### config.mk
export PLATFORM = sky130hd
export DESIGN_NAME = dac_modulator
export DESIGN_NICKNAME = d
export VERILOG_FILES = /design/src/rtl/dac_modulator.sv
export SDC_FILE = /design/constraint.sdc
export NUM_CORES = 1
export LEC_CHECK = 0
export CAP_MARGIN = 10
export CORE_ASPECT_RATIO = 0.9
export CORE_MARGIN = 5
export CORE_UTILIZATION = 50
export DETAILED_ROUTE_END_ITERATION = 6
export PLACE_DENSITY = 0.7
export SYNTH_ARGS = -nofsm -noshare
export SYNTH_HDL_FRONTEND = slang
export SYNTH_SLANG_ARGS = --single-unit
### constraint.sdc
create_clock -name clk -period 9.5 [get_ports clk]
set_clock_uncertainty 0.1 [all_clocks]
set_input_delay 1.425 -clock clk [delete_from_list [all_inputs] [get_ports clk]]
set_output_delay 1.425 -clock clk [all_outputs]
set_load 0.1 [all_outputs]
### src/rtl/dac_modulator.sv
// 1-bit DAC drive stage: fixed-period PWM or first-order sigma-delta from an
// offset-binary sample, with prescaled ticks and period-aligned sample/mode latching.
module dac_modulator #(
  parameter int width = 8,
  parameter int div   = 1
) (
  input  logic             clk,
  input  logic             rst,
  input  logic             en,
  input  logic             mode,
  input  logic [width-1:0] sample,
  output logic             pout,
  output logic             frame
);

  localparam int               PRE_W    = (div > 1) ? $clog2(div) : 1;
  localparam logic [PRE_W-1:0] PRE_LAST = PRE_W'(div - 1);

  logic [PRE_W-1:0] pre_q, pre_d;
  logic [width-1:0] cnt_q, cnt_d;
  logic [width-1:0] shadow_q, shadow_d;
  logic [width-1:0] acc_q, acc_d;
  logic             mode_q, mode_d;
  logic             pout_q, pout_d;
  logic             frame_q, frame_d;

  logic             tick;
  logic             start;
  logic             eff_mode;
  logic [width-1:0] acc_base;
  logic [width:0]   sd_sum;

  // Sum of accumulator and sample; the top bit is the carry that drives the pin.
  function automatic logic [width:0] sd_step(input logic [width-1:0] a,
                                             input logic [width-1:0] s);
    return {1'b0, a} + {1'b0, s};
  endfunction

  assign tick     = (pre_q == PRE_LAST);
  assign start    = tick && (cnt_q == '0);
  // At a period start the freshly latched mode already governs this tick.
  assign eff_mode = start ? mode : mode_q;

  always_comb begin
    pre_d    = pre_q;
    cnt_d    = cnt_q;
    shadow_d = shadow_q;
    acc_d    = acc_q;
    mode_d   = mode_q;
    pout_d   = pout_q;
    frame_d  = 1'b0;
    acc_base = acc_q;
    sd_sum   = '0;

    if (!en) begin
      pre_d  = '0;
      cnt_d  = '0;
      acc_d  = '0;
      pout_d = 1'b0;
    end else if (!tick) begin
      pre_d = pre_q + 1'b1;
    end else begin
      pre_d = '0;
      cnt_d = cnt_q + 1'b1;
      if (start) begin
        shadow_d = sample;
        mode_d   = mode;
        frame_d  = 1'b1;
        if (mode != mode_q) begin
          acc_base = '0;
        end
      end
      if (!eff_mode) begin
        pout_d = start ? (sample != '0) : (cnt_q < shadow_q);
        acc_d  = acc_base;
      end else begin
        sd_sum = sd_step(acc_base, sample);
        pout_d = sd_sum[width];
        acc_d  = sd_sum[width-1:0];
      end
    end
  end

  always_ff @(posedge clk) begin
    if (rst) begin
      pre_q    <= '0;
      cnt_q    <= '0;
      shadow_q <= '0;
      acc_q    <= '0;
      mode_q   <= 1'b0;
      pout_q   <= 1'b0;
      frame_q  <= 1'b0;
    end else begin
      pre_q    <= pre_d;
      cnt_q    <= cnt_d;
      shadow_q <= shadow_d;
      acc_q    <= acc_d;
      mode_q   <= mode_d;
      pout_q   <= pout_d;
      frame_q  <= frame_d;
    end
  end

  assign pout  = pout_q;
  assign frame = frame_q;

endmodule

# Yosys cells after proc, flatten, opt, wreduce, memory -nomap -nowiden
# Cells that the tools add are included.
[totals]
regBits = 28
input_bits = 12
word_cells = 31
[op_classes]
addsub = 3
order_cmp = 1
eq_ne = 1
muxes = 9
n_bitwise = 2
n_reduce_logical = 8
[ops]
columns = ["op", "count"]
rows = [
  ["8-bit two-way mux", 5],
  ["8-bit by 8-bit adder with 9-bit output", 1],
  ["8-bit by 1-bit adder with 8-bit output (second input constant)", 1],
  ["8-bit zero test", 1],
  ["8-bit < comparator", 1],
  ["8-bit nonzero test", 1],
  ["3-bit OR reduction", 2],
  ["1-bit two-way mux", 4],
  ["3-bit AND reduction", 1],
  ["1-bit inverter", 2],
  ["2-bit AND reduction", 1],
  ["2-bit OR reduction", 1],
  ["1-bit adder (second input constant)", 1],
  ["1-bit logical AND", 1],
  ["1-bit != test", 1],
]

# Longest topological paths before layout
# Gate-level depths: netlist (run 1).
[logic_depth]
ltp_word = 7
ltp_mapped = 14
depth_no_buf = 13

# Worst setup path before layout (run 1)
# Ideal clock, no wire load.
[synth_timing]
path_kind = "input -> register"
from = "in mode"
to = "reg pout_q (netlist: pout)"
setup_time_ps = 136
arrival_ps = 3258
required_time_ps = 9264
slack_ps = 6007
cell_stages = 10
n_path_buf = 0
path_cell_list = "xor2_1 nand2_1 and2_1 ha_1 fa_1 a211oi_1 o21ai_0 a21o_1 a211oi_1 o32ai_1"
[synth_via]
elab_chain_len = 7
word_cells_on_any_way = 8
cone_classes = "add/sub (1); eq/ne (1); mux (6)"
[synth_lines]
columns = ["element", "line", "source"]
rows = [
  ["start: declaration", "10", "input logic mode,"],
  ["1-bit != test", "69", "if (mode != mode_q) begin"],
  ["8-bit two-way mux", "69", ""],
  ["8-bit two-way mux", "65", "if (start) begin"],
  ["8-bit two-way mux", "60", "end else if (!tick) begin"],
  ["8-bit two-way mux", "55", "if (!en) begin"],
  ["8-bit by 8-bit adder with 9-bit output", "36", "return {1'b0, a} + {1'b0, s};"],
  ["1-bit two-way mux (*)", "73", "if (!eff_mode) begin"],
  ["end signal: assignment", "99", "pout_q <= pout_d;"],
  ["end: declaration", "24", "logic pout_q, pout_d;"],
]
# Mark *: on every way between the ends. The rest lies on a longest branch, timed or not. The select of a mux whose other input is x is not followed.
# A chain may end at the register's enable or synchronous reset.

# Final worst setup path (run 1)
# Ends and elaborated chain as after synthesis.

==> results.md, run 1 <==
- Layout fillers: 281
- RSZ-0062 raised after global routing: false
- Max-slew violation count: 0
- CP top delay family: compound AO/OA/AOI/OAI gates
- Power, Total: 0.219 mW
- Syn avg cell area: 9.14 µm²
- Antenna violations before repair: 0
- Post-CTS resize count: 0
- Synth async-reset ratio: 0
- Least-Margin Pin Slew: 0.978 ns
- Final Hold Fails: 0
- Number of synthesized register bits: 28
- Slowest-stage cell, CP: clkdlybuf4s50_1
- Worst-path clk slew: 0.09 ns
- Nets@finish: 223
- Max VDD drop: 0.0000960 V
- Crit Path Class: in2reg
- Post-Synthesis Cell Area: 1650 µm²
- Top cell by count, worst path: a211oi_1
- Dominant cell type by area after synthesis: dfxtp_1
- Max clock buf depth: 2
- Top cells by area, synth: dfxtp_1, ha_1, mux2i_1
- Synth Net Count: 211
- Antenna diode count: 0
- Worst EP required: 9.54 ns
- Worst Path Max Fanout: 8
- Routed length per placed instance: 14.2 µm
- Final ANT Viol Nets: 0
- Routed vias/inst: 5.52
- Sequential Area: 561 µm²
- Core area: 3110 µm²
- Ys Warns: 0
- CTS tree: built
- Leakage: 0.807 nW
- Synth Flop Type: dfxtp_1
- First-pass GRT wire length: 5630 µm
- Fmax: 0.246 GHz
- Post-route DRC: 0
- Worst-skew pair later-pin latency: 0.27 ns
- Hold slack: 0.376 ns
- Starting density of the core: 0.528
- Total GRT Usage: 0.151
- Post-synth top area share: 0.341
- Clock sinks: 28
- Vias post-DR: 1281
- Post-Synthesis Cells: 180
- Register area share after synthesis: 0.341
- Worst EP arrival: 4.11 ns
- DRT iter0 DRCs: 82
- Final WL: 3280 µm
- Detailed Place HPWL: 2610 µm
- CP startpoint kind: input pin
- Status: finished, final reports clean
- Vias in the first global route: 1261
- Layout area overhead: 11.0%
- Post-synth EDFFs: 0
- DRT Pass-1 Iters: 4
- Cts hold-fix bufs: 0
- H-tree Lvls: 1
- CP Capture Type: flop
- PortBufs: 13
- CP cell instances: clkdlybuf4s50_1 > xor2_1 > nand2_1 > and2_1 > ha_1 > fa_1 > a211oi_1 > o21ai_0 > a21o_1 > a211oi_1 > o32ai_1
- Post-CTS Setup Bufs: 0
- Bufs and invs on worst path: 1
- # Max-Cap Violations: 0
- Slew HR: 0.346
- Final setup fails: 0
- Die Y: 64.4 µm
- GPL Wtd Cong: 0.853
- Grt ovf: 0
- Cts bufs inserted: 3
- Root buffer cell: clkbuf_8
- Yosys cell types: 39
- Hold WC Path Type: reg2reg
- # IOs: 14
- Cell Pwr Density: 120 nW/µm²
- Multi-input logic area: 1000 µm²
- Die area: 4540 µm²
- Setup TNS Final: 0 ns
- Period utilisation layout: 0.428
- Die W: 70.5 µm
- FP Rows: 19
- Min Tclk post-route: 4.06 ns
- Layout cells sized above 1: 0.0368
- CP max stage delay: 0.58 ns
- Largest net degree at the start of global routing: 15
-- cells by family after synthesis --
family                   count (synthesis)  share of synthesized area
AO/OA/AOI/OAI                           30                      0.130
XOR/XNOR                                14                     0.0745
adder cells (fa/ha/maj)                 19                      0.149
buffers and inverters                   16                     0.0487
flip-flops                              28                      0.341
multiplexers                            11                     0.0669
other                                    1                    0.00228
AND/OR/NAND/NOR                         61                      0.188
-- path summary, 6_finish.rpt --
check	cells after the start	slack (ns)	startpoint	to
setup reg to reg	13	6.06	cnt_q[0]$_SDFFE_PP0N_	pout$_SDFFE_PP0N_
hold reg to reg	1	0.38	acc_q[0]$_SDFFE_PP0N_	acc_q[0]$_SDFFE_PP0N_
setup / recovery	11	5.44	mode	pout$_SDFFE_PP0N_
hold / removal	1	0.38	acc_q[0]$_SDFFE_PP0N_	acc_q[0]$_SDFFE_PP0N_
-- sequential cells by signal, summed over array words and instances (netlist names) --
name,flops
shadow_q,8
pre_q,1
acc_q,8
pout,1
mode_q,1
cnt_q,8
frame,1
-- cell usage in the layout (no fill, tap or decap), types with 2 or more instances in the layout --
master            n
nor2_1           25
nand4_1           2
inv_1            10
xnor2_1           6
nand2_1           6
nand3_1           6
o21ai_0           4
clkbuf_8          3
a21oi_1           7
a211oi_1          2
nor3_1            3
ha_1             18
a22o_1            8
xor2_1            8
dfxtp_1          28
clkdlybuf4s50_1  13
o211ai_1          2
and2_1            9
a21o_1            2
mux2i_1          11
-- routing by layer --
metal / track usage / up-vias / share of wire
met1: 0.208 / 602 / 0.49
met4: 0.0287 / 0 / 0.0094
li1: - / 644 / -
met3: 0.0402 / 4 / 0.048
met2: 0.242 / 31 / 0.46
met5: 0 / - / 0
-- stage by stage --
| step | std cells | utilization | setup slack [ns] | area, µm² |
|---|---|---|---|---|
| 2_1_floorplan | 180 | - | 6.01 | 1650 |
| 3_3_place_gp | 229 | 0.573 | 5.24 | 1790 |
| 3_5_place_dp | 229 | 0.573 | 5.17 | 1790 |
| 4_1_cts | 232 | 0.587 | 5.45 | 1830 |
| 5_1_grt | 232 | 0.587 | 5.25 | 1830 |
| 6_report | 232 | 0.587 | 5.44 | 1830 |
-- area by class of cell --
| cell class | count | share of cell area |
|---|---|---|
| Clock buffer | 3 | 0.0226 |
| Multi-Input combinational cell | 136 | 0.550 |
| Timing Repair Buffer | 13 | 0.0712 |
| Sequential cell | 28 | 0.307 |
| Tap cell | 42 | 0.0288 |
| Inverter | 10 | 0.0205 |
-- Yosys cell counts (2+ instances only) --
master and number:
inv_1 10, a21o_1 2, a211oi_1 2, a21oi_1 7, xor2_1 8, o21ai_0 4
nand3_1 6, o211ai_1 2, dfxtp_1 28, clkbuf_1 2, nor2_1 25, nor3_1 3
nand2_1 6, buf_6 2, nand4_1 2, ha_1 18, a22o_1 8, and2_1 9
xnor2_1 6, mux2i_1 11
-- where the power goes --
group          switching (mW)  internal, mW  total (mW)  leakage, nW
Clock                  0.0343        0.0284      0.0627       0.0216
Combinational          0.0191        0.0148      0.0339        0.558
Sequential            0.00231         0.120       0.122        0.227
(Power assumes the default switching activity.)
==> inputs of run 2 (changes only) <==
==> constraint.sdc (replaced) <==
create_clock -name clk -period 4.1 [get_ports clk]
set_clock_uncertainty 0.1 [all_clocks]
set_input_delay 0.615 -clock clk [delete_from_list [all_inputs] [get_ports clk]]
set_output_delay 0.615 -clock clk [all_outputs]
set_load 0.1 [all_outputs]
==> run 2 against run 1 <==
Effect of this change:
- worst hold slack better by 0.0063 ns
- die area stayed put
- clock power grew to 2.7 times the previous value
- flip-flop and latch count is the same
- combinational power grew 130%
- critical endpoint unchanged
- largest cell class unchanged
==> results.md, run 2 (same netlist as run 1, synthesis figures left out) <==
- Status: finished, final reports clean
- Worst-skew pair later-pin latency: 0.27 ns
- Crit Path Class: reg2reg
- Nets@finish: 223
- Period utilisation layout: 0.856
- Commonest non-fill, non-tap cell in the layout: dfxtp_1
- Total GRT Usage: 0.160
- Final WL: 3350 µm
- Die Y: 64.4 µm
- Largest regs: acc_q (8), cnt_q (8), shadow_q (8)
- Leakage: 0.814 nW
- FP Rows: 19
- Most frequent cells in the layout: dfxtp_1, nor2_1, ha_1
- Max clock buf depth: 2
- Post-route DRC: 0
- FF-to-FF path depth: 13
- Slew HR: 0.349
- Hold Path Depth: 1
- Final ANT Viol Nets: 0
- Max-slew violation count: 0
- CP startpoint kind: flop
- Multi-input logic area: 1000 µm²
- CTS tree: built
- Post-Place Setup Slack: 0.524 ns
- Core area: 3110 µm²
- CP cell instances: inv_1 > ha_1 > nor4b_1 > and2_1 > nand2_1 > and2_1 > ha_1 > fa_1 > a211oi_1 > o21ai_0 > a21o_1 > a211oi_1 > o32ai_1
- DRT Pass-1 Iters: 4
- Die area: 4540 µm²
- Routed length per placed instance: 14.4 µm
- Fmax: 0.285 GHz
- Worst-path clk slew: 0.09 ns
- Clock sinks: 28
- Layout area overhead: 11.9%
- Final setup fails: 0
- Largest net degree at the start of global routing: 16
- RSZ-0062 raised after global routing: false
- # IOs: 14
- Bufs and invs on worst path: 1
- Cts bufs inserted: 3
- Layout fillers: 270
- DP Cell Count: 229
- Starting density of the core: 0.528
- CP Capture Type: flop
- Grt ovf: 0
- Setup TNS Final: 0 ns
- Cell Pwr Density: 288 nW/µm²
- H-tree Lvls: 1
- Die W: 70.5 µm
- Hold slack: 0.382 ns
- Post-route insts no fill: 233
- Crit path launch: cnt_q[1]$_SDFFE_PP0N_
- CP max stage delay: 0.43 ns
- Layout cells sized above 1: 0.0419
- GPL Wtd Cong: 0.877
- First-pass GRT wire length: 5980 µm
- Cts hold-fix bufs: 0
- DRT iter0 DRCs: 72
- # Max-Cap Violations: 0
- Vias in the first global route: 1337
- Worst EP arrival: 3.56 ns
- Sequential Area: 561 µm²
- Worst Path Max Fanout: 8
- CP top delay family: simple AND/OR/NAND/NOR gates
- Detailed Place HPWL: 2640 µm
- Vias post-DR: 1265
- WP depth: 13
- PortBufs: 13
- Final core area utilization: 0.591
- Slowest-stage cell, CP: fa_1
- Reg2reg start: cnt_q[1]$_SDFFE_PP0N_
- Max VDD drop: 0.000283 V
- Antenna violations before repair: 0
- Min Tclk post-route: 3.51 ns
- Setup WS post-layout: 0.591 ns
- Antenna diode count: 0
- Final Hold Fails: 0
- Least-Margin Pin Slew: 0.973 ns
- Hold_sp: acc_q[0]$_SDFFE_PP0N_
- Routed vias/inst: 5.43
- Hold WC Path Type: reg2reg
- Post-CTS resize count: 0
- Root buffer cell: clkbuf_8
- Worst EP required: 4.15 ns
- Post-CTS Setup Bufs: 0
## run 2: cell count changes in the layout (fill, tap and decap cells not counted), sizes merged
cell,change
clkbuf,+1
## run 2: final timing paths
| path | endpoint | slack, ns |
|---|---|---|
| worst max-delay path | pout$_SDFFE_PP0N_ | 0.59 |
| worst min-delay path | acc_q[0]$_SDFFE_PP0N_ | 0.38 |
| worst max register to register | pout$_SDFFE_PP0N_ | 0.59 |
| worst min register to register | acc_q[0]$_SDFFE_PP0N_ | 0.38 |
## run 2: routing by layer
metal  global-route usage  share of wire
met3               0.0448          0.035
met1                0.206           0.49
met4               0.0431          0.020
met2                0.264           0.46
met5                    0              0
## run 2: power by group
part	switching [mW]	leakage [nW]	total (mW)	internal [mW]
combinational	0.0436	0.558	0.0781	0.0345
clock	0.0815	0.0288	0.167	0.0859
sequential	0.00542	0.227	0.284	0.278
## run 2: per-stage QoR
step | power (mW) | area (µm²)
after detailed placement | 0.367 | 1790
after global placement | 0.365 | 1790
after CTS | 0.533 | 1840
after global routing | 0.551 | 1840
final | 0.529 | 1840
after floorplan | 0.343 | 1650
## run 2: final cells by class
cell class                 count  share of cell area
multi-input combinational    136               0.546
clock buffer                   4              0.0299
timing repair buffer          13              0.0707
tap                           42              0.0286
sequential                    28               0.305
inverter                      10              0.0204
